`config.mk`:
```
export PLATFORM = sky130hd
export DESIGN_NAME = bnn_accum_ctrl
export DESIGN_NICKNAME = d
export VERILOG_FILES = /design/src/rtl/bnn_accum_ctrl.sv
export SDC_FILE = /design/constraint.sdc
export NUM_CORES = 1
export LEC_CHECK = 0
export ABC_CLOCK_PERIOD_IN_PS = 3600
export CORE_MARGIN = 8
export CORE_UTILIZATION = 45
export CTS_CLUSTER_SIZE = 14
export DETAILED_ROUTE_END_ITERATION = 16
export GPL_TIMING_DRIVEN = 0
export PLACE_DENSITY = 0.75
export SYNTH_ARGS = -nofsm -noshare
export SYNTH_HDL_FRONTEND = slang
export SYNTH_SLANG_ARGS = --single-unit
```
`constraint.sdc`:
```
create_clock -name clk -period 3.6 [get_ports clk]
set_clock_uncertainty 0.2 [all_clocks]
set_input_delay 0.54 -clock clk [delete_from_list [all_inputs] [get_ports clk]]
set_output_delay 0.54 -clock clk [all_outputs]
set_load 0.02 [all_outputs]
```
`src/rtl/bnn_accum_ctrl.sv`:
```
// Neuron pre-activation accumulator for a binary MLP layer.
// Loads a bias, then adds/subtracts N_TERMS signed 15-bit popcount partial sums
// through one shared adder_15b, saturating on two's-complement overflow.

// 15-bit two's-complement adder with signed overflow detection.
module adder_15b (
   input  logic [14:0] a,
   input  logic [14:0] b,
   input  logic        cin,
   output logic [14:0] sum,
   output logic        overflow
);

   // Overflow when both operands share a sign the result does not.
   always_comb begin
      sum      = a + b + {14'd0, cin};
      overflow = (a[14] == b[14]) && (sum[14] != a[14]);
   end

endmodule

module bnn_accum_ctrl #(
   parameter int unsigned N_TERMS = 16,
   parameter int unsigned CNT_W   = $clog2(N_TERMS) + 1
) (
   input  logic        clk,
   input  logic        rst_n,
   input  logic        start,
   input  logic [14:0] bias,
   input  logic        clear,
   input  logic        in_valid,
   output logic        in_ready,
   input  logic [14:0] in_data,
   input  logic        in_neg,
   output logic        out_valid,
   input  logic        out_ready,
   output logic [14:0] out_sum,
   output logic        out_act,
   output logic        out_sat,
   output logic        busy
);

   localparam logic [CNT_W-1:0] LAST_TERM = CNT_W'(N_TERMS - 1);

   typedef enum logic [1:0] {StIdle, StAcc, StDone} state_t;

   state_t             state_q, state_d;
   logic [14:0]        acc_q, acc_d;
   logic [CNT_W-1:0]   cnt_q, cnt_d;
   logic               sat_q, sat_d;

   logic [14:0]        adder_b;
   logic               adder_cin;
   logic [14:0]        adder_sum;
   logic               adder_ovf;
   logic [14:0]        sat_result;

   // Subtraction is a + ~d + 1 on the same adder.
   always_comb begin
      adder_b   = in_neg ? ~in_data : in_data;
      adder_cin = in_neg;
   end

   adder_15b u_adder (
      .a        (acc_q),
      .b        (adder_b),
      .cin      (adder_cin),
      .sum      (adder_sum),
      .overflow (adder_ovf)
   );

   // On overflow the true result has the sign of acc, so clamp towards it.
   always_comb begin
      if (adder_ovf) begin
         sat_result = acc_q[14] ? 15'h4000 : 15'h3FFF;
      end else begin
         sat_result = adder_sum;
      end
   end

   // Next-state, datapath update and handshake outputs; clear overrides everything.
   always_comb begin
      state_d   = state_q;
      acc_d     = acc_q;
      cnt_d     = cnt_q;
      sat_d     = sat_q;
      in_ready  = 1'b0;
      out_valid = 1'b0;
      busy      = 1'b0;

      case (state_q)
         StIdle: begin
            if (start) begin
               acc_d   = bias;
               cnt_d   = '0;
               sat_d   = 1'b0;
               state_d = StAcc;
            end
         end
         StAcc: begin
            in_ready = 1'b1;
            busy     = 1'b1;
            if (in_valid) begin
               acc_d = sat_result;
               cnt_d = cnt_q + CNT_W'(1);
               sat_d = sat_q | adder_ovf;
               if (cnt_q == LAST_TERM) begin
                  state_d = StDone;
               end
            end
         end
         StDone: begin
            out_valid = 1'b1;
            busy      = 1'b1;
            if (out_ready) begin
               state_d = StIdle;
            end
         end
         default: begin
            state_d = StIdle;
         end
      endcase

      if (clear) begin
         state_d = StIdle;
         acc_d   = '0;
         cnt_d   = '0;
         sat_d   = 1'b0;
      end
   end

   // State and datapath registers.
   always_ff @(posedge clk or negedge rst_n) begin
      if (!rst_n) begin
         state_q <= StIdle;
         acc_q   <= '0;
         cnt_q   <= '0;
         sat_q   <= 1'b0;
      end else begin
         state_q <= state_d;
         acc_q   <= acc_d;
         cnt_q   <= cnt_d;
         sat_q   <= sat_d;
      end
   end

   // Result outputs come straight from registers and stay stable through DONE.
   always_comb begin
      out_sum = acc_q;
      out_act = ~acc_q[14];
      out_sat = sat_q;
   end

endmodule

```
; After elaboration in Yosys (flattened, before gate mapping)
; Cells that the tools add are included.
[word_totals]
ff_bits = 23
elab_cells = 49
[classes]
n_addsub = 3
n_eq_ne = 9
muxes = 24
bitwise = 3
reduce_logical = 6
[op_table]
columns = cell, count
row1 = $mux W15, 6
row2 = $pmux W15 S2, 1
row3 = $add A15 B1 Y15, 1
row4 = $add A15 B15 Y15, 1
row5 = $mux W5, 3
row6 = $not A15 Y15, 1
row7 = $ne A3 B3 Y1 const B, 4
row8 = $mux W2, 5
row9 = $pmux W5 S2, 1
row10 = $mux W1, 6
row11 = $pmux W2 S3, 1
row12 = $add A5 B1 Y5 const B, 1
row13 = $eq A5 B4 Y1 const B, 1
row14 = $reduce_and A4 Y1, 1
row15 = $reduce_and A3 Y1, 1
row16 = $reduce_bool A3 Y1, 1
row17 = $eq A2 B1 Y1 const B, 1
row18 = $eq A2 B2 Y1 const B, 1
row19 = $logic_not A2 Y1, 1
row20 = $pmux W1 S2, 1
row21 = $reduce_or A2 Y1, 1
row22 = $eq A1 B1 Y1, 1
row23 = $logic_and A1 B1 Y1, 1
row24 = $ne A1 B1 Y1, 1
row25 = 2 further kinds, 2

; Longest topological paths before layout
; Gate-level depths: netlist of the first run.
[depth]
ltp_word = 10
depth_mapped = 12
mapped_depth_nobuf = 9

; Modules after synthesis
; From an unflattened synthesis of the first run, not the netlist that was laid out.
[unflattened]
cells_unflattened = 254
area_unflattened_um2 = 2148.3
[modules_own_cells]
columns = mod, instances, cells_each, area_each_um2
row1 = bnn_accum_ctrl, 1, 156, 1403.8
row2 = adder_15b, 1, 98, 744.5

; Least setup slack after synthesis of the first run
; No wires, ideal clock.
[synth_timing]
path_type = input to register
start = in in_neg
end = reg acc_q[8] (netlist: out_sum[8])
arrival_time_ns = 2.928
path_slack_ns = 0.345
path_stages = 10
n_path_buf = 2
cell_sequence = buf_2 -> buf_1 -> xor2_1 -> fa_1 -> a21oi_1 -> o22ai_4 -> a22oi_4 -> a211oi_4 -> a2111oi_2 -> o21ai_1
[synth_between]
elab_chain_len = 9
word_cells_on_any_way = 10
[synth_lines]
columns = item, line
row1 = start: declaration, 34  ; input logic in_neg,
row2 = $mux W15, 60  ; adder_b = in_neg ? ~in_data : in_data;
row3 = $add A15 B15 Y15, 16  ; sum = a + b + {14'd0, cin};
row4 = $add A15 B1 Y15, 16
row5 = $ne A1 B1 Y1, 17  ; overflow = (a[14] == b[14]) && (sum[14] != a[14]);
row6 = $logic_and A1 B1 Y1, 17
row7 = $mux W15 (*), 74  ; if (adder_ovf) begin
row8 = $mux W15 (*), 103  ; if (in_valid) begin
row9 = $pmux W15 S2 (*), 91  ; case (state_q)
row10 = $mux W15 (*), 124  ; if (clear) begin
row11 = end signal: assignment, 136  ; acc_q <= '0;
row12 = end signal: assignment, 141  ; acc_q <= acc_d;
row13 = end: declaration, 48  ; logic [14:0] acc_q, acc_d;
; Every way passes the cells marked *; elsewhere a longest branch is shown, timed or not. The select of a mux whose other input is x is not followed.
; A chain may end at the register's enable or synchronous reset.

; Worst setup path in the final report of the first run
[layout_timing]
start = in in_data[0]
end = reg acc_q[11] (netlist: out_sum[11])
[layout_between]
elab_chain_len = 10
[layout_lines]
columns = item, line
row1 = start: declaration, 33  ; input logic [14:0] in_data,
row2 = $not A15 Y15, 60
row3 = $mux W15 (*), 60
row4 = $add A15 B15 Y15 (*), 16
row5 = $add A15 B1 Y15 (*), 16
row6 = $ne A1 B1 Y1, 17
row7 = $logic_and A1 B1 Y1, 17
row8 = $mux W15 (*), 74
row9 = $mux W15 (*), 103
row10 = $pmux W15 S2 (*), 91
row11 = $mux W15 (*), 124
; Marks and branches as above.

==> results.cfg, run 1 <==
[run_status]
status = completed

[sta]
max_freq_mhz = 303
setup_viol = 0
hold_viol = 0
tightest_slew_ps = 1150
post-route-period-util_pct = 91.8
rsz0062_at_grt = false
layout_setup_ws_ps = 296
finalCriticalPeriod_ps = 3300
slew_headroom_pct = 23.1
drv_slew = 0

[job]
maxCapViolations = 0

[critical_path]
arrival_ps = 3260
critPathRequiredTime_ps = 3560
end_kind = flip-flop
critPathMaxFanout = 7
cp-start-kind = input port
critical_path_class = input port to flip-flop

[synthesis]
yosys-top-cells-count = a21oi_1 (28), dfrtp_1 (23), nor2_1 (23)
postSynthNetCount = 322
ys_seq_area_share_pct = 25.8
ys_warn_count = 0
yosysTopAreaCellShare_pct = 25.8
synth_top_area_cell = dfrtp_1
synthDistinctLibCells = 64
ys.flop_type = dfrtp_1
synth_seq_cells = 23
synthCells = 265
synthTopCellsByArea = dfrtp_1 (26%), ha_1 (11%), xor2_1 (7.1%)
syn_avg_cell_area_um2 = 8.41
netlist_area_um2 = 2230
synth-edff-count = 0
synthArstFlopShare_pct = 100
synth.most_common_cell = a21oi_1

[detailed_routing]
drtPass1Iterations = 4
drt_iter0_markers = 163
viasPerCell = 5.67
wire_per_inst_um = 16.9
drcViolationCount = 0
wirelength_um = 6610
num_vias = 2218
ant_nets = 0

[layout]
fin_util_pct = 61.3
stdcell_count = 391
nets = 382
diodes = 0
final_area_um2 = 2910
drive_gt1_share_pct = 8.95
area_growth_pct = 30.7

[global_route]
grt.overflow.total = 0
grt_pass1_wl_um = 10900
antenna_found_initial = 0
grt_pass1_vias = 2227
grtUsageTotal_pct = 18.1
grt_start_max_net_pins = 24

[floorplan]
start_util_pct = 46.9
ios = 57
die-area_um2 = 7460
die_w_um = 86.4
fp.dieH_um = 86.4
core_area_um2 = 4750
row_count = 25

[hold_path]
hold_path_class = flip-flop to flip-flop

[cts]
postCtsSetupBuffers = 0
clk_path_buf_depth = 2
clk_pin_slew_worst_paths_ps = 100
cts_resized = 0
cts-root-buf = clkbuf_8
cts_tree = built
cts_htree_levels = 1
numCtsBuffers = 3
clock_sinks = 23
clk_latency_ps = 280
hold_buffers = 0

[placement]
portBuffers = 55
dpl_cell_area_um2 = 2860
dpl.hpwl_um = 5080
gp_congestion = 0.876
dp_slack_ps = -202
place_inst = 387

[power_and_ir_drop]
p_leak_uw = 0.00127
ir_worst_vdd_mv = 0.400
powerDensity_nw_per_um2 = 763
[registers in the layout, indices dropped and copies added (netlist names)]
register / count
state_q: 2
out_sum: 15
cnt_q: 5
out_sat: 1
[area by class of cell]
| cell class | count | area [um2] |
|---|---|---|
| fillers | 440 | 1840 |
| multi-input cells | 220 | 1560 |
| flip-flops and latches | 23 | 576 |
| repair buffers | 55 | 551 |
| well taps | 67 | 83.8 |
| plain buffers | 12 | 58.8 |
| clock buffers | 3 | 41.3 |
| inverters | 10 | 37.5 |
| clock inverters | 1 | 7.51 |
[routing by layer]
metal  up-vias  routed length (um)  track usage [%]
li1       1097                   -                -
met1      1040                3030             23.3
met2        72                3040             29.8
met3         9                 426             2.46
met4         0                 110             7.20
met5         -                   0                0
[worst max-delay path, stage by stage]
cell and delay (ps):
clkdlybuf4s50_1 530, mux2i_1 290, inv_1 100, fa_1 420
a21oi_1 270, o22ai_4 170, a22oi_4 260, a211o_2 260
nor4bb_1 290, o21ai_0 130
[kinds of logic after synthesis]
logic type / synth area share (%)
adders and majority gates: 11.6
xor gates and xnor gates: 8.64
buffers and inverters: 4.26
muxes: 0.449
AOI/OAI and AO/OA: 30.5
DFF: 25.8
and+or+nand+nor: 18.7
[path summary, 6_finish.rpt]
path / from / end / slack [ps] / cells past startpoint
max: in_data[0] / out_sum[11]$_DFFE_PN0P_ / 300 / 10
min: out_sat$_DFFE_PN0P_ / out_sat$_DFFE_PN0P_ / 320 / 1
max reg2reg: out_sum[0]$_DFFE_PN0P_ / out_sum[11]$_DFFE_PN0P_ / 710 / 9
min reg2reg: out_sat$_DFFE_PN0P_ / out_sat$_DFFE_PN0P_ / 320 / 1
max in group asynchronous: rst_n / out_sum[7]$_DFFE_PN0P_ / 1850 / 1
min in group asynchronous: rst_n / state_q[0]$_DFFE_PN0P_ / 670 / 1
[cell usage in the layout, fill, tap and decap left out, types with 3 or more instances in the layout]
master and count:
nor3_1 5, a31oi_1 4, xor2_1 18, dfrtp_1 23, nand3_1 6, ha_1 19, a21oi_1 28, o21ai_0 16
a21o_1 3, clkdlybuf4s50_1 55, o21ai_1 3, nand2_1 17, o22ai_1 5, nor2_1 23, clkbuf_8 3, and4_1 3
and3_1 8, nand2b_1 8, xnor2_1 4, buf_2 6, clkbuf_1 3, inv_1 10
[where the power goes]
part	leakage [uW]	total (uW)	internal, uW	switching (uW)
clock	0.0000217	180	78.7	101
combinational	0.000949	1610	700	908
sequential	0.000300	435	347	88.2
total	0.00127	2220	1130	1100
[metrics by stage]
step                setup TNS (ps)  hold WS, ps  total power, uW
floorplan                        0         44.4             1550
global placement              -777          289             2010
detailed placement           -1320          301             2040
CTS                              0          314             2220
global route                     0          354             2410
finish                           0          318             2220
Power figures use the tool's default switching activity.
==> run 2: changes to the inputs <==
CTS_CLUSTER_DIAMETER = 30   (was unset)
==> results of run 2 <==
Same layout as run 1: the final DEF is identical, and so are final timing and power.
==> run 3: changes to the inputs <==
MAX_ROUTING_LAYER = met4   (was unset)
==> run 3 against run 2 <==
Clock-buffer cell count unchanged. Sequential cell count did not move. Fmax rose by 0.13%. Setup slack gained 4.3 ps. Critical path depth did not move. Utilization is the same. Register-to-register slack is essentially flat. Power is 0.16% higher. Non-clock buffer count did not move. Sequential power is essentially flat. Clock power is essentially flat. Hold slack about the same. Largest power group unchanged.
==> results.cfg, run 3 (same netlist as run 1, synthesis figures left out) <==
[layout]
final_common_cell = clkdlybuf4s50_1
diodes = 0
multi_input_area_um2 = 1560
nets = 382
ff_latch_area_um2 = 576
largest_reg_flops = 15
drive_gt1_share_pct = 8.95
most-common-layout-cells = clkdlybuf4s50_1 (55), a21oi_1 (28), nor2_1 (23), dfrtp_1 (23), ha_1 (19)
fillers = 440
area_growth_pct = 30.7
final_area_um2 = 2910

[critical_path]
critPathRequiredTime_ps = 3560
crit_chain = clkdlybuf4s50_1 > mux2i_1 > inv_1 > fa_1 > a21oi_1 > o22ai_4 > a22oi_4 > a211o_2 > nor4bb_1 > o21ai_0
arrival_ps = 3260
slowest_delay_ps = 530
end_kind = flip-flop
critical_path_class = input port to flip-flop
ff2ff_setup_slack_ps = 710
critPathSlowestCell = clkdlybuf4s50_1
critPathMaxFanout = 7
cp-start-kind = input port

[run_status]
status = completed

[placement]
dpl.hpwl_um = 5080
gp_congestion = 0.890
portBuffers = 55
dpl_cell_area_um2 = 2860

[sta]
max_freq_mhz = 303
hold_viol = 0
setup_viol = 0
timing.hold.ws_ps = 318
tightest_slew_ps = 1140
slew_headroom_pct = 23.5
rsz0062_at_grt = false
drv_slew = 0
finalCriticalPeriod_ps = 3300
post-route-period-util_pct = 91.7
setup-tns-final_ps = 0

[floorplan]
row_count = 25
start_util_pct = 46.9
die-area_um2 = 7460
core_area_um2 = 4750
die_w_um = 86.4
ios = 57
fp.dieH_um = 86.4

[global_route]
gr-usage-met2_pct = 29.8
grt.busiest_layer = met2
met3_usage_pct = 2.36
grt.overflow.total = 0
grt_start_max_net_pins = 24
antenna_found_initial = 0
grt_pass1_vias = 2227
grt_pass1_wl_um = 10900
met1_usage_pct = 23.4
grtUsageTotal_pct = 18.6

[detailed_routing]
drcViolationCount = 0
wire_per_inst_um = 16.9
num_vias = 2236
ant_nets = 0
drt_iter0_markers = 168
wirelength_um = 6610
viasPerCell = 5.72
drtPass1Iterations = 4

[cts]
clock_sinks = 23
clk_latency_ps = 280
cts_resized = 0
postCtsSetupBuffers = 0
cts-root-buf = clkbuf_8
cts_tree = built
clk_pin_slew_worst_paths_ps = 100
cts_htree_levels = 1
hold_buffers = 0
clk_path_buf_depth = 2
numCtsBuffers = 3

[power_and_ir_drop]
powerDensity_nw_per_um2 = 764
ir_worst_vdd_mv = 0.399
p_leak_uw = 0.00127

[job]
maxCapViolations = 0

[hold_path]
hold_path_class = flip-flop to flip-flop
run 3: power breakdown:
part	leakage, uW	total [uW]	internal, uW	switching (uW)
combinational	0.000949	1610	700	911
clock	0.0000217	181	78.7	103
sequential	0.000300	435	347	87.6
total	0.00127	2230	1130	1100
run 3: final timing paths:
path	start	endpoint	depth (start not counted)
min reg2reg	state_q[1]$_DFFE_PN0P_	state_q[1]$_DFFE_PN0P_	2
min in group asynchronous	rst_n	state_q[0]$_DFFE_PN0P_	1
min	state_q[1]$_DFFE_PN0P_	state_q[1]$_DFFE_PN0P_	2
max	in_data[0]	out_sum[11]$_DFFE_PN0P_	10
max in group asynchronous	rst_n	out_sum[7]$_DFFE_PN0P_	1
max reg2reg	out_sum[0]$_DFFE_PN0P_	out_sum[11]$_DFFE_PN0P_	9
run 3: metrics by stage:
| step | cells | total power, uW | util (%) | setup slack [ps] |
|---|---|---|---|---|
| after floorplan | 265 | 1550 | - | 345 |
| after global placement | 387 | 2010 | 60.2 | -160 |
| after detailed placement | 387 | 2040 | 60.2 | -202 |
| after CTS | 391 | 2220 | 61.3 | 103 |
| after global routing | 391 | 2410 | 61.3 | 151 |
| final | 391 | 2230 | 61.3 | 300 |
run 3: routing by layer:
layer	vias up	part of all wire (%)	wire length (um)
li1	1100	-	-
met1	1040	46	3040
met2	83	46	3060
met3	13	5.5	364
met4	0	2.1	140
met5	-	0	0
run 3: final cells by class:
type,instances,share of cell area [%]
clock buffers,3,1.42
clock inverters,1,0.258
inverters,10,1.29
well taps,67,2.88
multi-input cells,220,53.5
plain buffers,12,2.02
repair buffers,55,18.9
flip-flops and latches,23,19.8
run 3: critical path, delay by kind of cell:
family | cells | cell delay, ps
AO/OA/AOI/OAI | 5 | 1090
buffers and inverters | 2 | 630
adder cells (fa/ha/maj) | 1 | 410
multiplexers | 1 | 290
AND/OR/NAND/NOR | 1 | 290
